### src/rtl/serial_adder_pkg.sv
// Shared definitions for the serial arithmetic blocks.
// Holds the common three-state sequencing encoding used by every
// bit-serial unit (adder, and later subtractor/comparator siblings).
package serial_adder_pkg;

  // Sequencer states shared by the serial arithmetic family.
  typedef enum logic [1:0] {
    S_IDLE  = 2'd0,
    S_SHIFT = 2'd1,
    S_DONE  = 2'd2
  } serial_state_t;

endpackage : serial_adder_pkg

### src/rtl/serial_adder_full_adder.sv
// Single-bit full adder cell used by the serial adder.
// Ports:
//   a, b  : operand bits
//   c     : carry in
//   sum   : a ^ b ^ c
//   carry : majority(a, b, c)
module full_adder (
  input  logic a,
  input  logic b,
  input  logic c,
  output logic sum,
  output logic carry
);

  assign sum   = a ^ b ^ c;
  assign carry = (a & b) | (a & c) | (b & c);

endmodule : full_adder

### src/rtl/serial_adder.sv
// Bit-serial adder: {cout,sum} = a + b + cin, one bit per clock, LSB first.
// A start in IDLE captures the operands, WIDTH SHIFT cycles run them through
// a single full-adder cell, and a one-cycle DONE state publishes the result.
// Ports:
//   clk, rst_n : clock (rising edge), asynchronous active-low reset
//   start      : begin an addition (only honoured in IDLE)
//   a, b, cin  : operands and carry-in, captured on the accepted start edge
//   sum, cout  : registered result, held until the next completion
//   busy       : high while in SHIFT
//   done       : one-cycle pulse when a new result is presented
module serial_adder
  import serial_adder_pkg::*;
#(
  parameter int WIDTH = 8
) (
  input  logic             clk,
  input  logic             rst_n,
  input  logic             start,
  input  logic [WIDTH-1:0] a,
  input  logic [WIDTH-1:0] b,
  input  logic             cin,
  output logic [WIDTH-1:0] sum,
  output logic             cout,
  output logic             busy,
  output logic             done
);

  // Wide enough to hold WIDTH itself, so the counter never wraps mid-operation.
  localparam int CNT_W = $clog2(WIDTH + 1);

  serial_state_t    state;
  serial_state_t    state_next;

  logic [WIDTH-1:0] a_sr;
  logic [WIDTH-1:0] b_sr;
  logic [WIDTH-1:0] psum;
  logic [WIDTH-1:0] psum_next;
  logic             carry;
  logic [CNT_W-1:0] cnt;
  logic             fa_sum;
  logic             fa_carry;
  logic             last_bit;

  full_adder u_full_adder (
    .a     (a_sr[0]),
    .b     (b_sr[0]),
    .c     (carry),
    .sum   (fa_sum),
    .carry (fa_carry)
  );

  // New sum bit enters at the MSB; after WIDTH shifts bit 0 sits at bit 0.
  assign psum_next = {fa_sum, psum[WIDTH-1:1]};
  assign last_bit  = (cnt == CNT_W'(WIDTH - 1));

  // State register.
  // NOTE: sequential state uses non-blocking (<=) so every flop samples
  // pre-edge values; blocking here would create order-dependent races.
  always_ff @(posedge clk or negedge rst_n) begin
    if (!rst_n) begin
      state <= S_IDLE;
    end else begin
      state <= state_next;
    end
  end

  // Next-state logic.
  // NOTE: default assignment first so no path leaves state_next unassigned,
  // which would otherwise infer a latch.
  always_comb begin
    state_next = state;
    unique case (state)
      S_IDLE:  if (start) state_next = S_SHIFT;
      S_SHIFT: if (last_bit) state_next = S_DONE;
      S_DONE:  state_next = S_IDLE;
      default: state_next = S_IDLE;
    endcase
  end

  // Output decode: busy and done are pure state decodes, so never both high.
  always_comb begin
    busy = 1'b0;
    done = 1'b0;
    unique case (state)
      S_SHIFT: busy = 1'b1;
      S_DONE:  done = 1'b1;
      default: ;
    endcase
  end

  // Datapath. The result registers are only written on the final shift edge,
  // so they hold through DONE, IDLE and the whole of the next operation.
  always_ff @(posedge clk or negedge rst_n) begin
    if (!rst_n) begin
      a_sr  <= '0;
      b_sr  <= '0;
      psum  <= '0;
      carry <= 1'b0;
      cnt   <= '0;
      sum   <= '0;
      cout  <= 1'b0;
    end else begin
      unique case (state)
        S_IDLE: begin
          if (start) begin
            a_sr  <= a;
            b_sr  <= b;
            carry <= cin;
            cnt   <= '0;
          end
        end
        S_SHIFT: begin
          a_sr  <= {1'b0, a_sr[WIDTH-1:1]};
          b_sr  <= {1'b0, b_sr[WIDTH-1:1]};
          psum  <= psum_next;
          carry <= fa_carry;
          cnt   <= cnt + CNT_W'(1);
          // Publish on the same edge as the last bit, straight from the adder.
          if (last_bit) begin
            sum  <= psum_next;
            cout <= fa_carry;
          end
        end
        default: ;
      endcase
    end
  end

endmodule : serial_adder

### config.mk
export PLATFORM = sky130hd
export DESIGN_NAME = serial_adder
export DESIGN_NICKNAME = d
export VERILOG_FILES = /design/src/rtl/serial_adder_pkg.sv /design/src/rtl/serial_adder_full_adder.sv /design/src/rtl/serial_adder.sv
export SDC_FILE = /design/constraint.sdc
export NUM_CORES = 1
export LEC_CHECK = 0
export ABC_AREA = 1
export CORE_MARGIN = 2
export CORE_UTILIZATION = 30
export CTS_CLUSTER_DIAMETER = 30
export DETAILED_ROUTE_END_ITERATION = 6
export PLACE_DENSITY = 0.63
export SETUP_SLACK_MARGIN = 0.5
export SLEW_MARGIN = 20
export SYNTH_ARGS = -nofsm -noshare
export SYNTH_HDL_FRONTEND = slang
export SYNTH_SLANG_ARGS = --single-unit
export TNS_END_PERCENT = 100
### constraint.sdc
create_clock -name clk -period 1.37 [get_ports clk]
set_input_delay 0.274 -clock clk [delete_from_list [all_inputs] [get_ports clk]]
set_output_delay 0.274 -clock clk [all_outputs]
set_load 0.1 [all_outputs]
## Yosys cells after proc, flatten, opt, wreduce, memory -nomap -nowiden

Cells that the tools add are included.

- Order comparisons: 0
- Equality and inequality tests: 5
- Add/sub/neg operators: 1
- Bitwise operators: 7
- Div/mod/pow operators: 0
- $mul: 0
- Muxes and demuxes: 13
- Reduce and logical (&&, ||, !) cells: 5
- Shift-type cells: 0

Operator list:

| cell | number |
|---|---|
| 8-bit case mux with 2 select lines | 2 |
| 8-bit 2-to-1 mux | 2 |
| 4-bit case mux with 2 select lines | 1 |
| 2-bit AND reduction | 3 |
| 4-bit by 1-bit adder with 4-bit output (second input constant) | 1 |
| 4-bit by 3-bit == test with 1-bit output (second input constant) | 1 |
| 2-bit 2-to-1 mux | 2 |
| 4-bit 2-to-1 mux | 1 |
| 2-bit != test (second input constant) | 2 |
| 2-bit case mux with 2 select lines | 1 |
| 1-bit AND | 3 |
| 1-bit 2-to-1 mux | 3 |
| 2-bit by 1-bit == test with 1-bit output (second input constant) | 1 |
| 2-bit == test (second input constant) | 1 |
| 2-bit zero test | 1 |
| 1-bit bitwise OR | 2 |
| 1-bit case mux with 2 select lines | 1 |
| 2-bit nonzero test | 1 |
| 1-bit XOR | 2 |

- Memory bits (writable): 0
- Register bits after elaboration: 40
- Memories: 0
- Latch bits: 0
- Output and inout port bits: 11
- Word-level logic and storage cells: 39
- ROM bits: 0

## Logic depth before layout (Yosys ltp)

- Word-level depth: 4
- Mapped depth: 6
- Mapped depth without buffers: 6

## By module

Synthesis repeated with hierarchy kept, for this count alone.

- Cell total of the unflattened synthesis: 188
- Area total of the unflattened synthesis: 1675.4 um^2

Modules (own cells, without submodules):

| module | instances | cells an instance | area an instance (um^2) |
|---|---|---|---|
| serial_adder | 1 | 187 | 1655.3 |
| full_adder | 1 | 1 | 20.0 |

## Worst setup path before layout

OpenSTA, ideal clock, no wires.

- Path type: register to output
- From: reg state[0]
- To: out done
- Arrival: 1713 ps
- Stages on the path, launching flop included: 2
- Slack: -617 ps
- Required time: 1096 ps
- Path buffers: 0
- Path through: dfrtp_1 nor2_1

- Word-level cells in the longest chain between the ends: 2

Ends and longest elaborated chain:

| item | RTL line | source |
|---|---|---|
| from (decl) | serial_adder.sv:31 | `serial_state_t state;` |
| from (signal assigned) | serial_adder.sv:63 | `state <= state_next;` |
| 2-bit == test | serial_adder.sv:84 | `unique case (state)` |
| 1-bit 2-to-1 mux | serial_adder.sv:84 |  |
| to (decl) | serial_adder.sv:25 | `output logic done` |

No other way between the ends.

## Worst setup path after layout

- From: reg state[1]
- To: out busy

- Word-level cells in the longest chain between the ends: 2

Ends and longest elaborated chain:

| item | RTL line | source |
|---|---|---|
| 2-bit by 1-bit == test with 1-bit output | serial_adder.sv:84 |  |
| 1-bit 2-to-1 mux | serial_adder.sv:84 |  |
| to (decl) | serial_adder.sv:24 | `output logic busy,` |

No other way between the ends.

==> run_results.csv <==
group,metric,value,unit
route,initialDrtViolationCount,57,
synthesis,synth.ff_latch_count,39,
clocking,cts_inserted_buffers,5,
sta,finalHoldViolations,0,
route,ant_nets,0,
global_route,grt_max_degree,40,
synthesis,postSynth.topFlopCell,"dfrtp_1",
clocking,clk_latency,0.29,ns
synthesis,postSynthCellCount,188,
global_route,gr-usage-all-layers,13.30,%
setup_path,critical_path.n_buffers_inverters,3,
setup_path,timing.setup.critical_path_class,"flip-flop to output pin",
clocking,cts.clk_slew.worst_paths,0.08,ns
sta,unrepaired_setup_endpoints_after_global_routing,"yes",
flow_run,max_cap_violations,0,
die,floorplan.core_area,0.005473,mm2
setup_path,cpPeakStageDelay,0.38,ns
synthesis,synth_async_sr_flop_share,100.0,%
sta,achievable_clock_frequency,735.5,MHz
setup_path,crit_path_arrival_time,1.09,ns
setup_path,r2r_slack,0.03,ns
final_layout,num_antenna_cells,0,
setup_path,crit_path_end_kind,"output pin",
min_path,hold_path.class,"input pin to asynchronous set/reset pin",
setup_path,worst_r2r_path_depth,7,
die,die-area,0.006264,mm2
setup_path,slowest_stage,"dfrtp_1",
pwr,powerDensity,2602,mW/mm2
setup_path,setup.worst_path.start_class,"flip-flop",
synthesis,number_of_synthesized_flops_with_an_enable_pin,0,
final_layout,post_route_cells_drive_above_1_share,37.80,%
sta,timing.final.crit_share,99.24,%
outcome,run_status,"finished, final reports clean",
setup_path,critical_r2r_launch,"state[1]",
sta,final_max_slew_viol_count,0,
die,die-width,79.15,um
setup_path,timing.critical_path.required,1.10,ns
global_route,grt_antenna_before_repair,0,
die,die_height,79.15,um
placed_design,postPlaceCellArea,0.002318,mm2
route,vias,1430,
synthesis,most_frequent_cells_after_synthesis,"nand2_1, dfrtp_1, nand3_1, o21ai_0",
synthesis,synth_top_cell_area_share,57.61,%
route,avgViaCountPerCell,4.497,
placed_design,routabilityCongestion,0.7267,
placed_design,dpl.hpwl,2317,um
route,post_drt_wl_per_cell,12.83,um
sta,min_period,1.360,ns
global_route,grt_pass1_wl,6499,um
global_route,total_global_routing_overflow,0,
route,drt_pass1_iterations,4,
synthesis,netlist_top_cells_area,"dfrtp_1, nand2_1, nand3_1",
clocking,max-clock-path-buffers,2,
final_layout,utilization,51.14,%
setup_path,worst_r2r_endpoint,"cnt[3]",
route,drt_drc_violations_left,0,
synthesis,synth_area_per_cell,9.011,um2
route,detail_route.wirelength,4079,um
synthesis,synth_warnings,0,
final_layout,design_area,0.002799,mm2
setup_path,cells_along_the_critical_path,"inv_2 > nand2_4 > inv_8 > buf_12",
synthesis,post-synth-top-count-cell,"nand2_1",
clocking,cts.htree.levels,2,
synthesis,synthesis.nets,210,
die,initial_utilization,30.96,%
final_layout,nets,267,
die,core.rowCount,27,
pwr,power.static_leakage,1.271,nW
final_layout,area_growth,65.21,%
clocking,tritoncts,"built",
final_layout,stdcell_count,318,
synthesis,syn-cell-area,0.001694,mm2
synthesis,synth.lib_cells_used.distinct,19,
sta,max_slew.worst_pin.slew,0.2388,ns
setup_path,crit_family,"flip-flops",
setup_path,crit_path_max_fanout,3,
synthesis,ys_seq_area_share,57.61,%
clocking,ctsRootBufferMaster,"clkbuf_8",
die,boundaryPins,31,
sta,final.setup_skew,0.005073,ns
pwr,vdd_drop_max,0.001127,V
global_route,grt_pass1_vias,1383,
placed_design,portBuffers,30,
placed_design,numPlacedInstances,290,
sta,setup_viol,0,
clocking,cts.sink_count,39,
synthesis,synth.largest_area_cell,"dfrtp_1",
sta,relSlewSlack,84.08,%
## worst min-delay path: cells and delay by family
kind / cells / cell delay, ns
buffers and inverters: 3 / 0.86
## through the flow
step | TNS [ns] | power (mW) | setup WS [ns] | hold WS [ns]
after global placement | 0 | 5.279 | 0.009657 | 0.2608
after global routing | -0.1058 | 7.709 | -0.04129 | 0.4929
after detailed placement | 0 | 5.342 | 0.01322 | 0.2605
after floorplan | 0 | 4.348 | 0.1759 | -0.02159
after CTS | 0 | 6.759 | 0.003693 | 0.4779
final | 0 | 7.282 | 0.01036 | 0.4735
## repair_timing
item                                   in CTS  in global routing
endpoints found under the hold margin      39                  0
setup endpoints to repair                  49                 50
gates cloned                                2                  3
pin swaps                                   4                 10
hold buffers                                1                  0
gates resized for setup                    16                 23
buffers inserted                           11                  3
## cell usage in the layout (no fill, tap or decap)
master,instances
fa_2,1
nand2_1,61
ha_2,1
nand2_4,2
nand4_1,1
buf_8,2
buf_4,10
nand2_8,1
nand2_2,15
dfrtp_4,9
inv_2,1
dlygate4sd3_1,1
o21bai_1,1
clkbuf_8,7
inv_8,1
nand3_1,29
inv_1,4
nor2_4,5
o21ai_2,1
clkbuf_1,1
clkbuf_16,3
clkdlybuf4s50_1,18
nand3_2,10
bufbuf_16,1
buf_6,3
buf_2,1
dfrtp_1,29
nor2_1,1
dfrtp_2,1
o21ai_1,7
buf_12,18
## report_power, final
group,switching [mW],internal [mW],leakage (nW),total [mW]
Combinational,2.29,1.97,0.735,4.26
Clock,0.401,0.460,0.0515,0.861
Sequential,0.428,1.73,0.484,2.16
Total,3.12,4.16,1.27,7.28
## kinds of logic after synthesis
kind of cell,after synthesis,synth area share (%)
adders and majority gates,2,1.920
AOI/OAI and AO/OA,9,2.807
buffers and inverters,14,5.243
and+or+nand+nor,124,32.42
DFF,39,57.61
## worst max path at each step
stage	end	start	cells past startpoint	slack [ns]
2_1_floorplan	done	state[0]	1	0.18
3_3_place_gp	a_sr[2]	start	6	0.01
3_5_place_dp	b_sr[2]	start	6	0.01
4_1_cts	busy	state[1]	4	0.004
5_1_grt	busy	state[1]	4	-0.04
6_report	busy	state[1]	4	0.01
## registers in the layout (all words and copies together), names as in the netlist
register	count
a_sr	8
b_sr	8
carry	1
cnt	4
cout	1
psum	7
state	2
sum	8
## per-layer routing
layer  vias to the layer above  wire length, um  GRT usage (%)
met4                         0               41          4.138
met1                       676             1947          17.21
met5                         -                0              0
li1                        721                -              -
met2                        28             1950          21.10
met3                         5              140          4.432
## layout make-up
type / count / area [um2]
Multi-Input combinational cell: 136 / 765.7
Timing Repair Buffer: 57 / 802.0
Tap cell: 72 / 90.09
Fill cell: 502 / 2674
Clock buffer: 8 / 100.1
Inverter: 6 / 30.03
Sequential cell: 39 / 1011
Power figures use the tool's default switching activity.
